--- src/rtl/mac_operand_sequencer.sv ---
// Operand sequencer for the MAC chain: streams weight/input pairs row by row from
// host-loaded buffers and strobes ai_capture when each row's sum is stable at the MAC output.
module mac_operand_sequencer #(
    parameter  int DATA_W   = 16,
    parameter  int VEC_LEN  = 8,
    parameter  int ROWS     = 4,
    parameter  int PIPE_LAT = 3,
    localparam int XA_W     = (VEC_LEN > 1) ? $clog2(VEC_LEN) : 1,
    localparam int RA_W     = (ROWS > 1) ? $clog2(ROWS) : 1,
    localparam int WA_W     = (ROWS * VEC_LEN > 1) ? $clog2(ROWS * VEC_LEN) : 1
) (
    input  logic              clock,
    input  logic              reset,
    input  logic              x_wr_en,
    input  logic [XA_W-1:0]   x_wr_addr,
    input  logic [DATA_W-1:0] x_wr_data,
    input  logic              w_wr_en,
    input  logic [WA_W-1:0]   w_wr_addr,
    input  logic [DATA_W-1:0] w_wr_data,
    input  logic              start,
    output logic [DATA_W-1:0] Weightg,
    output logic [DATA_W-1:0] Xt,
    output logic              start_accumulate,
    output logic              ai_capture,
    output logic [RA_W-1:0]   ai_row,
    output logic              busy,
    output logic              done
);

    localparam logic [1:0] S_IDLE   = 2'd0;
    localparam logic [1:0] S_STREAM = 2'd1;
    localparam logic [1:0] S_FLUSH  = 2'd2;
    localparam logic [1:0] S_WAIT   = 2'd3;
    localparam int         WC_W     = (PIPE_LAT > 1) ? $clog2(PIPE_LAT) : 1;

    logic [DATA_W-1:0] x_buf_q [VEC_LEN];
    logic [DATA_W-1:0] w_buf_q [ROWS*VEC_LEN];

    logic [1:0]        state_q, state_d;
    logic [XA_W-1:0]   col_q, col_d;
    logic [RA_W-1:0]   row_q, row_d;
    logic [WC_W-1:0]   wcnt_q, wcnt_d;
    logic [DATA_W-1:0] weight_q, weight_d;
    logic [DATA_W-1:0] xt_q, xt_d;
    logic              sa_q, sa_d;
    logic              busy_q, busy_d;
    logic              done_q, done_d;
    logic              cap_in_d;
    logic [RA_W-1:0]   cap_row_in_d;
    logic [PIPE_LAT-1:0] cap_vld_q;
    logic [RA_W-1:0]   cap_row_q [PIPE_LAT];
    logic              ai_capture_q;
    logic [RA_W-1:0]   ai_row_q;

    logic              x_wr_ok_s, w_wr_ok_s;
    logic [WA_W-1:0]   w_idx_s;
    logic [DATA_W-1:0] x_rd_s, w_rd_s;

    // Buffers only change while idle, so a run always sees a frozen operand set.
    assign x_wr_ok_s = x_wr_en && (state_q == S_IDLE);
    assign w_wr_ok_s = w_wr_en && (state_q == S_IDLE);

    // Host buffer writes; contents deliberately survive reset.
    always_ff @(posedge clock) begin
        if (x_wr_ok_s) begin
            x_buf_q[x_wr_addr] <= x_wr_data;
        end
        if (w_wr_ok_s) begin
            w_buf_q[w_wr_addr] <= w_wr_data;
        end
    end

    // Next-state: row/column walk through STREAM, then FLUSH and the pipeline drain.
    always_comb begin
        state_d = state_q;
        col_d   = col_q;
        row_d   = row_q;
        wcnt_d  = wcnt_q;
        case (state_q)
            S_IDLE: begin
                if (start) begin
                    state_d = S_STREAM;
                    col_d   = {XA_W{1'b0}};
                    row_d   = {RA_W{1'b0}};
                end else begin
                    state_d = S_IDLE;
                end
            end
            S_STREAM: begin
                if (col_q == XA_W'(VEC_LEN - 1)) begin
                    col_d = {XA_W{1'b0}};
                    if (row_q == RA_W'(ROWS - 1)) begin
                        state_d = S_FLUSH;
                    end else begin
                        row_d = row_q + RA_W'(1);
                    end
                end else begin
                    col_d = col_q + XA_W'(1);
                end
            end
            S_FLUSH: begin
                state_d = S_WAIT;
                wcnt_d  = {WC_W{1'b0}};
            end
            S_WAIT: begin
                if (wcnt_q == WC_W'(PIPE_LAT - 1)) begin
                    state_d = S_IDLE;
                end else begin
                    wcnt_d = wcnt_q + WC_W'(1);
                end
            end
            default: begin
                state_d = S_IDLE;
            end
        endcase
    end

    // Operand reads bypass a write landing in the same cycle as start.
    assign w_idx_s = WA_W'(int'(row_d) * VEC_LEN + int'(col_d));

    // Buffer read with same-cycle write forwarding.
    always_comb begin
        if (x_wr_ok_s && (x_wr_addr == col_d)) begin
            x_rd_s = x_wr_data;
        end else begin
            x_rd_s = x_buf_q[col_d];
        end
        if (w_wr_ok_s && (w_wr_addr == w_idx_s)) begin
            w_rd_s = w_wr_data;
        end else begin
            w_rd_s = w_buf_q[w_idx_s];
        end
    end

    // Output values for the upcoming cycle; a row's capture is queued when the next row opens.
    always_comb begin
        weight_d     = {DATA_W{1'b0}};
        xt_d         = {DATA_W{1'b0}};
        sa_d         = 1'b0;
        cap_in_d     = 1'b0;
        cap_row_in_d = {RA_W{1'b0}};
        if (state_d == S_STREAM) begin
            weight_d = w_rd_s;
            xt_d     = x_rd_s;
            sa_d     = (col_d == {XA_W{1'b0}});
            if ((col_d == {XA_W{1'b0}}) && (row_d != {RA_W{1'b0}})) begin
                cap_in_d     = 1'b1;
                cap_row_in_d = row_d - RA_W'(1);
            end else begin
                cap_in_d     = 1'b0;
            end
        end else if (state_d == S_FLUSH) begin
            sa_d         = 1'b1;
            cap_in_d     = 1'b1;
            cap_row_in_d = RA_W'(ROWS - 1);
        end else begin
            sa_d         = 1'b0;
        end
        busy_d = (state_d != S_IDLE);
        done_d = (state_d == S_WAIT) && (wcnt_d == WC_W'(PIPE_LAT - 1));
    end

    // State, registered outputs and the capture delay line mirroring MAC latency.
    always_ff @(posedge clock) begin
        if (reset) begin
            state_q      <= S_IDLE;
            col_q        <= {XA_W{1'b0}};
            row_q        <= {RA_W{1'b0}};
            wcnt_q       <= {WC_W{1'b0}};
            weight_q     <= {DATA_W{1'b0}};
            xt_q         <= {DATA_W{1'b0}};
            sa_q         <= 1'b0;
            busy_q       <= 1'b0;
            done_q       <= 1'b0;
            cap_vld_q    <= {PIPE_LAT{1'b0}};
            for (int k = 0; k < PIPE_LAT; k++) begin
                cap_row_q[k] <= {RA_W{1'b0}};
            end
            ai_capture_q <= 1'b0;
            ai_row_q     <= {RA_W{1'b0}};
        end else begin
            state_q      <= state_d;
            col_q        <= col_d;
            row_q        <= row_d;
            wcnt_q       <= wcnt_d;
            weight_q     <= weight_d;
            xt_q         <= xt_d;
            sa_q         <= sa_d;
            busy_q       <= busy_d;
            done_q       <= done_d;
            cap_vld_q[0] <= cap_in_d;
            cap_row_q[0] <= cap_row_in_d;
            for (int k = 1; k < PIPE_LAT; k++) begin
                cap_vld_q[k] <= cap_vld_q[k-1];
                cap_row_q[k] <= cap_row_q[k-1];
            end
            ai_capture_q <= cap_vld_q[PIPE_LAT-1];
            ai_row_q     <= cap_row_q[PIPE_LAT-1];
        end
    end

    assign Weightg          = weight_q;
    assign Xt               = xt_q;
    assign start_accumulate = sa_q;
    assign ai_capture       = ai_capture_q;
    assign ai_row           = ai_row_q;
    assign busy             = busy_q;
    assign done             = done_q;

endmodule

--- config.mk ---
export PLATFORM = sky130hd
export DESIGN_NAME = mac_operand_sequencer
export DESIGN_NICKNAME = d
export VERILOG_FILES = /design/src/rtl/mac_operand_sequencer.sv
export SDC_FILE = /design/constraint.sdc
export NUM_CORES = 1
export LEC_CHECK = 0
export CORE_MARGIN = 1.5
export CORE_UTILIZATION = 35
export CTS_BUF_LIST = sky130_fd_sc_hd__clkbuf_8
export DETAILED_ROUTE_END_ITERATION = 12
export SKIP_LAST_GASP = 1
export SYNTH_ARGS = -nofsm -noshare
export SYNTH_HDL_FRONTEND = slang
export SYNTH_SLANG_ARGS = --single-unit
export TNS_END_PERCENT = 50
--- constraint.sdc ---
create_clock -name clock -period 7.64 [get_ports clock]
set_input_delay 1.528 -clock clock [delete_from_list [all_inputs] [get_ports clock]]
set_output_delay 1.528 -clock clock [all_outputs]
set_load 0.01 [all_outputs]
==> results of run 1 <==
==> final cells by class <==
class / count / area, um2
Timing Repair Buffer: 159 / 1419
Sequential cell: 696 / 20340
Clock buffer: 130 / 1789
Multi-Input combinational cell: 722 / 6365
Antenna cell: 2 / 5.005
Inverter: 9 / 33.78
Clock inverter: 75 / 406.6
Tap cell: 1030 / 1289
Fill cell: 6875 / 44680
==> state kept, by name (all words and copies together), names as in the netlist, 3 cells and up <==
register / flops
cap_row_q: 6
cap_vld_q: 3
w_buf_q: 512
col_q: 3
Weightg: 16
Xt: 16
x_buf_q: 128
==> cells in the final DEF (no fill, tap or decap), types with 4 or more instances in the layout <==
cell type        Yosys  final
nand2_1             90     90
a211oi_1            66     66
nand4_1             19     19
nor2_1              68     66
ha_1                 6      6
dfxtp_1             56     56
edfxtp_1           640    640
clkdlybuf4s50_1      0     81
clkinv_2             0     10
nand2b_1             5      5
a22o_1              16     16
nor4_1              14     14
o41ai_1             13     13
clkinv_1             1     11
inv_12               0      4
a221oi_1             8      8
xnor2_1              7      7
buf_4                6     75
nand3b_1             6      6
o211a_1             17     17
o22ai_1             15     15
mux2i_1            114    114
nor2b_1             42     42
mux4_2              87     87
clkbuf_8             0    130
a21oi_1             17     17
inv_1                8     54
and2_1              13     13
nand3_1             42     42
a31oi_1             18     18
==> cell usage after synthesis (5+ instances only) <==
cell,count,area share
a211oi_1,66,0.018
a21oi_1,17,0.0031
nand2b_1,5,0.0012
nor2b_1,42,0.0097
mux4_2,87,0.072
dfxtp_1,56,0.041
and2_1,13,0.0030
xnor2_1,7,0.0023
ha_1,6,0.0028
clkbuf_1,47,0.0065
buf_4,6,0.0017
o41ai_1,13,0.0042
o211a_1,17,0.0063
nand2_1,90,0.012
buf_1,5,0.00069
inv_1,8,0.0011
nand3_1,42,0.0077
nand3b_1,6,0.0017
nor2_1,68,0.0094
buf_2,20,0.0037
nand4_1,19,0.0044
edfxtp_1,640,0.71
nor4_1,14,0.0032
nor3_1,5,0.00092
a221oi_1,8,0.0026
o22ai_1,15,0.0035
mux2i_1,114,0.042
buf_6,13,0.0054
a31oi_1,18,0.0041
a22o_1,16,0.0052
==> stage by stage <==
step	std cells	hold slack, ps	setup WS (ps)	util	instance area (um2)
6_report	2823	436.1	2667	0.4146	31650
5_1_grt	2822	455.8	2344	0.4146	31640
4_1_cts	2821	437.6	2626	0.4145	31640
3_5_place_dp	2616	424.2	1935	0.3858	29450
3_3_place_gp	2616	419.9	1910	0.3857	29440
2_1_floorplan	1518	413.8	4134	-	27150
==> power by group through the flow <==
stage,logic [W],registers [W],clock network [W]
floorplan,0.000271,0.00430,0
global placement,0.000486,0.00430,0
detailed placement,0.000494,0.00430,0
CTS,0.000495,0.00422,0.00315
global route,0.000523,0.00422,0.00330
finish,0.000490,0.00422,0.00308
==> cells by family (layout without fill, tap and decap cells) <==
family	count (synthesis)	after routing	share of synthesized area
buffers and inverters	100	373	0.01917
flip-flops	696	696	0.7492
AO/OA/AOI/OAI	189	189	0.05351
XOR/XNOR	7	7	0.002258
other	0	2	0
AND/OR/NAND/NOR	319	319	0.05886
adder cells (fa/ha/maj)	6	6	0.002765
multiplexers	201	201	0.1142
==> worst max-delay path, delay by kind of cell, from the launching register on <==
| family | cells | cell delay (ps) |
|---|---|---|
| buf+inv | 2 | 870 |
| mux | 1 | 520 |
| simple gates | 2 | 930 |
| flops | 1 | 440 |
| compound gates | 3 | 1650 |
| fa+ha+maj | 2 | 390 |
==> path summary, 6_finish.rpt <==
kind,end,cells after the start
worst max-delay path,Weightg[13],10
worst min register to register,cap_row_q[1][1],1
worst max register to register,Weightg[13],10
worst min-delay path,cap_row_q[1][1],1
==> metal layers <==
metal  wire (um)  global-route usage  share of wire  vias to the layer above
met2       32260              0.2752           0.47                      631
met5          28                   0        0.00040                        -
met3        5043             0.03696          0.073                      127
met4        1989             0.05762          0.029                        4
met1       29860              0.2426           0.43                     7795
li1            -                   -              -                     6472
==> metrics, run 1 <==
Worst path max stage delay=890 ps; setup fix buffers added after clock tree synthesis=0; Post-Syn Instances=1518; Switching Fraction=0.2303; antenna violations before repair=3; Fmax=201.1 MHz; ys async rst share=0; vias=15030; Die Wd=281.5 um; status=complete, no violations; hold path startpoint=cap_row_q[0][1]; P_leak=10.45 nW; critical path cell sequence=ha_1, ha_1, or4b_1, a21boi_4, buf_4, buf_4, mux4_2, and2_1, a211oi_1, o41ai_1; Post-synth EDFFs=640; std cell rows=101; CTS max path bufs=3; reg2reg setup slack=2670 ps; H-tree depth=3; IO buf count=82; latest clock arrival within the worst-skew pair=750 ps; aggregate global routing overflow=0; synth warn=0; vias in the first global route=15000; Max-slew headroom=0.06223; Flop pwr share=0.542; vias per cell=5.324; io pins=83; Chip Height=281.5 um; Total Power=0.007784 W; Mapped Area=0.02715 mm2; Final Cycle Share=0.6509; Slew @ Worst Pin=1399 ps; # nets final=1749; post-synth cell types=55; P_sw=0.001793 W; ys flop type=edfxtp_1; Worst Setup SP=col_q[0]; power density cells=246.0 mW/mm2; drt drc=0; CTS tree=built; antenna-violating nets left=0; critical path class=reg -> reg; Total GRT Usage=0.1751; routed len/inst=24.51 um; Resized cells post-CTS=0; Fin Setup TNS=0 ps; drt pass-1 iters=7; Routed WL=69.18 mm; Comb pwr share=0.063; sequential share of the synthesized area=0.7492; final hold vios=0; initial core utilization=0.3557; largest net degree at the start of global routing=61; fin. max-slew vios=0; share of cells above drive strength 1=0.1870; first-pass GRT wire length=101.0 mm; dpl hpwl=41.08 mm; worst-path fanout max=22; Final min period=4973 ps; Core Box Area=0.07633 mm2; Routability Congestion=0.8363; hold-fix buffer count after cts=0; part of the power in the clock network=0.395; Clock Tree Root=clkbuf_8; clock-pin slew on the worst setup and hold paths=60 ps; Sink Count=696; Area growth, synth to finish=16.57%; WP data arrival=5550 ps; FF-to-FF Start=col_q[0]; Min-Delay Path Class=reg -> reg; CTS buffer count=110; Post-Syn Nets=1569; clk_skew=58.20 ps; Worst Setup End Kind=flop; die area=0.07924 mm2; Worst VDD drop=0.0001538 V; DRT iter0 DRCs=1297; Pint=0.005991 W; Critical Path RT=8220 ps; CP Launch Type=flop; RSZ-0062 raised after global routing=no; #FFs+latches synth=696; final setup vio count=0; syn avg cell area=17.88 um2; MaxCap Viol Count=0; master of the slowest instance on the critical path=a21boi_4
Note: power is estimated with default switching activity, not from simulation.
==> run 2, diff against run 1 <==
Clock period 7.64 ns to 4.1 ns, I/O delays scaled along.
==> run 2 against run 1 <==
  * Non-clock buffer count increased by 47
  * Power rose by 89%
  * Hold slack got worse by 5.4 ps
  * Global-route usage shrank 0.27 points
  * Sequential share of layout area down 0.91 points
==> metrics, run 2 (synthesis gave the netlist of run 1 again) <==
M3 GR Usage=0.03977 (+0.002817); # nets final=1794 (+2.6%); grt met2 use=0.2755 (+0.0003789); fin. max-slew vios=0 (unchanged); worst r2r path cells=10 (unchanged); Chip Height=281.5 um (unchanged); CP Launch Type=flop; part of the power in the clock network=0.400 (+0.005); hold-fix buffer count after cts=0 (unchanged); clk_skew=66.27 ps (+8.065 ps); antenna violations before repair=3 (unchanged); CTS buffer count=108 (-1.8%); storage element area=0.02034 mm2 (unchanged); placed cell area=0.02988 mm2 (+1.5%); Fmax=294.9 MHz (+47%); vias per cell=5.217 (-2.0%); master of the slowest instance on the critical path=nor4_1; Biggest register=w_buf_q; share of cells above drive strength 1=0.2049 (+0.01786); initial core utilization=0.3557 (unchanged); drt drc=0 (unchanged); clock-pin slew on the worst setup and hold paths=70 ps (about the same); P_sw=0.003355 W (+87%); critical path class=reg -> reg; H-tree depth=3 (unchanged); Clock Tree Root=clkbuf_8; drt pass-1 iters=5 (-2); GRT busiest layer=met2; Regs by FF count=w_buf_q (512), x_buf_q (128); std cell rows=101 (unchanged); status=complete, no violations; Final min period=3391 ps (-1582 ps); WP data arrival=3980 ps (-1570 ps); IO buf count=82 (unchanged); reg2reg setup slack=710 ps (-1960 ps); Resized cells post-CTS=0 (unchanged); Comb pwr share=0.066 (+0.003); vias in the first global route=15150 (+1.0%); worst-path fanout max=25 (+14%); Area growth, synth to finish=18.26%; Total GRT Usage=0.1724 (-0.002660); aggregate global routing overflow=0 (unchanged); Fill cells=6827 (-0.70%); # diodes=0 (-2); Pint=0.01134 W (+89%); commonest non-fill, non-tap cell in the layout=edfxtp_1; Worst path max stage delay=550 ps (-340 ps); Worst Setup SP=col_q[0]; final hold vios=0 (unchanged); critical path cell sequence=ha_1, ha_1, or4b_1, a21boi_4, buf_12, buf_12, mux4_2, nor2b_1, nor4_1, o41ai_1; first-pass GRT wire length=99.73 mm (-1.3%); largest net degree at the start of global routing=57 (-6.6%); Worst Setup EP=Weightg[8]; Routed WL=68.24 mm (-1.4%); Core Box Area=0.07633 mm2 (unchanged); antenna-violating nets left=0 (unchanged); Critical Path RT=4690 ps (-3530 ps); Worst VDD drop=0.0002133 V (+39%); Slew @ Worst Pin=1264 ps (-135.3 ps); max reg flops=512 (unchanged); Final Cycle Share=0.8270 (+0.1761); setup fix buffers added after clock tree synthesis=0 (unchanged); Hold Crit Depth=1 (unchanged); power density cells=457.8 mW/mm2 (+86%); Max-slew headroom=0.1549 (+0.09264); DRT iter0 DRCs=1627 (+25%); fin area=0.03210 mm2 (+1.4%); Worst Setup End Kind=flop; FF-to-FF Start=col_q[0]; Fin Hold WS=430.7 ps (-5.409 ps); final setup vio count=0 (unchanged); most frequent cells in the layout=edfxtp_1, clkbuf_8, buf_4; vias=14950 (-0.55%); CTS max path bufs=3 (unchanged); met1 Usage GRT=0.2345 (-0.008043); CTS tree=built; Sink Count=696 (unchanged); multi-input logic area=0.006369 mm2 (about the same); RSZ-0062 raised after global routing=no; MaxCap Viol Count=0 (unchanged); Die Wd=281.5 um (unchanged); Routability Congestion=0.8444 (+0.97%); routed len/inst=23.82 um (-2.8%); Flop pwr share=0.535 (-0.007); io pins=83 (unchanged); latest clock arrival within the worst-skew pair=730 ps (-20 ps); Fin Setup TNS=0 ps (unchanged); r2r endpoint=Weightg[8]; Min-Delay Path Class=reg -> reg; die area=0.07924 mm2 (unchanged); dpl hpwl=41.91 mm (+2.0%); Switching Fraction=0.2283 (-0.002024); P_leak=10.69 nW (+2.3%)
[run 2: per-layer routing]
metal  wire length [um]  vias to the layer above
li1                   -                     6562
met1              28890                     7705
met2              32170                      590
met3               5620                       87
met4               1539                        2
met5                 17                        -
[run 2: power by group through the flow]
stage,sequential [W],clock [W],combinational (W)
4_1_cts,0.00786,0.00601,0.000973
5_1_grt,0.00786,0.00632,0.00103
2_1_floorplan,0.00801,0,0.000504
6_report,0.00786,0.00588,0.000963
3_3_place_gp,0.00800,0,0.000958
3_5_place_dp,0.00801,0,0.000969
[run 2: cell type report]
type | count | area share
repair buffers | 206 | 0.05753
clock buffers | 117 | 0.05016
flip-flops and latches | 696 | 0.6336
clock inverters | 85 | 0.01918
multi-input cells | 722 | 0.1984
well taps | 1030 | 0.04014
inverters | 9 | 0.001052
[run 2: through the flow]
step | total power (W) | setup WS (ps) | util | std cells
CTS | 0.01484 | 713.1 | 0.4207 | 2865
detailed placement | 0.008975 | 223.8 | 0.3915 | 2663
floorplan | 0.008509 | 1267 | - | 1518
global route | 0.01521 | 599.6 | 0.4206 | 2865
global placement | 0.008963 | 262.3 | 0.3915 | 2663
finish | 0.01470 | 709.2 | 0.4206 | 2865
[run 2: critical path: cells and delay by family (launching register included)]
family,cells,cell delay (ps)
AO/OA/AOI/OAI,2,370
adder cells (fa/ha/maj),2,460
buffers and inverters,2,370
flip-flops,1,370
multiplexers,1,450
AND/OR/NAND/NOR,3,1250
[run 2: worst min path at each step]
stage / slack, ps / startpoint / endpoint
final: 430 / cap_vld_q[2] / ai_capture
after global routing: 450 / cap_row_q[0][1] / cap_row_q[1][1]
after CTS: 440 / cap_vld_q[2] / ai_capture
after detailed placement: 420 / cap_row_q[1][1] / cap_row_q[2][1]
after global placement: 420 / cap_vld_q[2] / ai_capture
after floorplan: 410 / cap_vld_q[2] / ai_capture
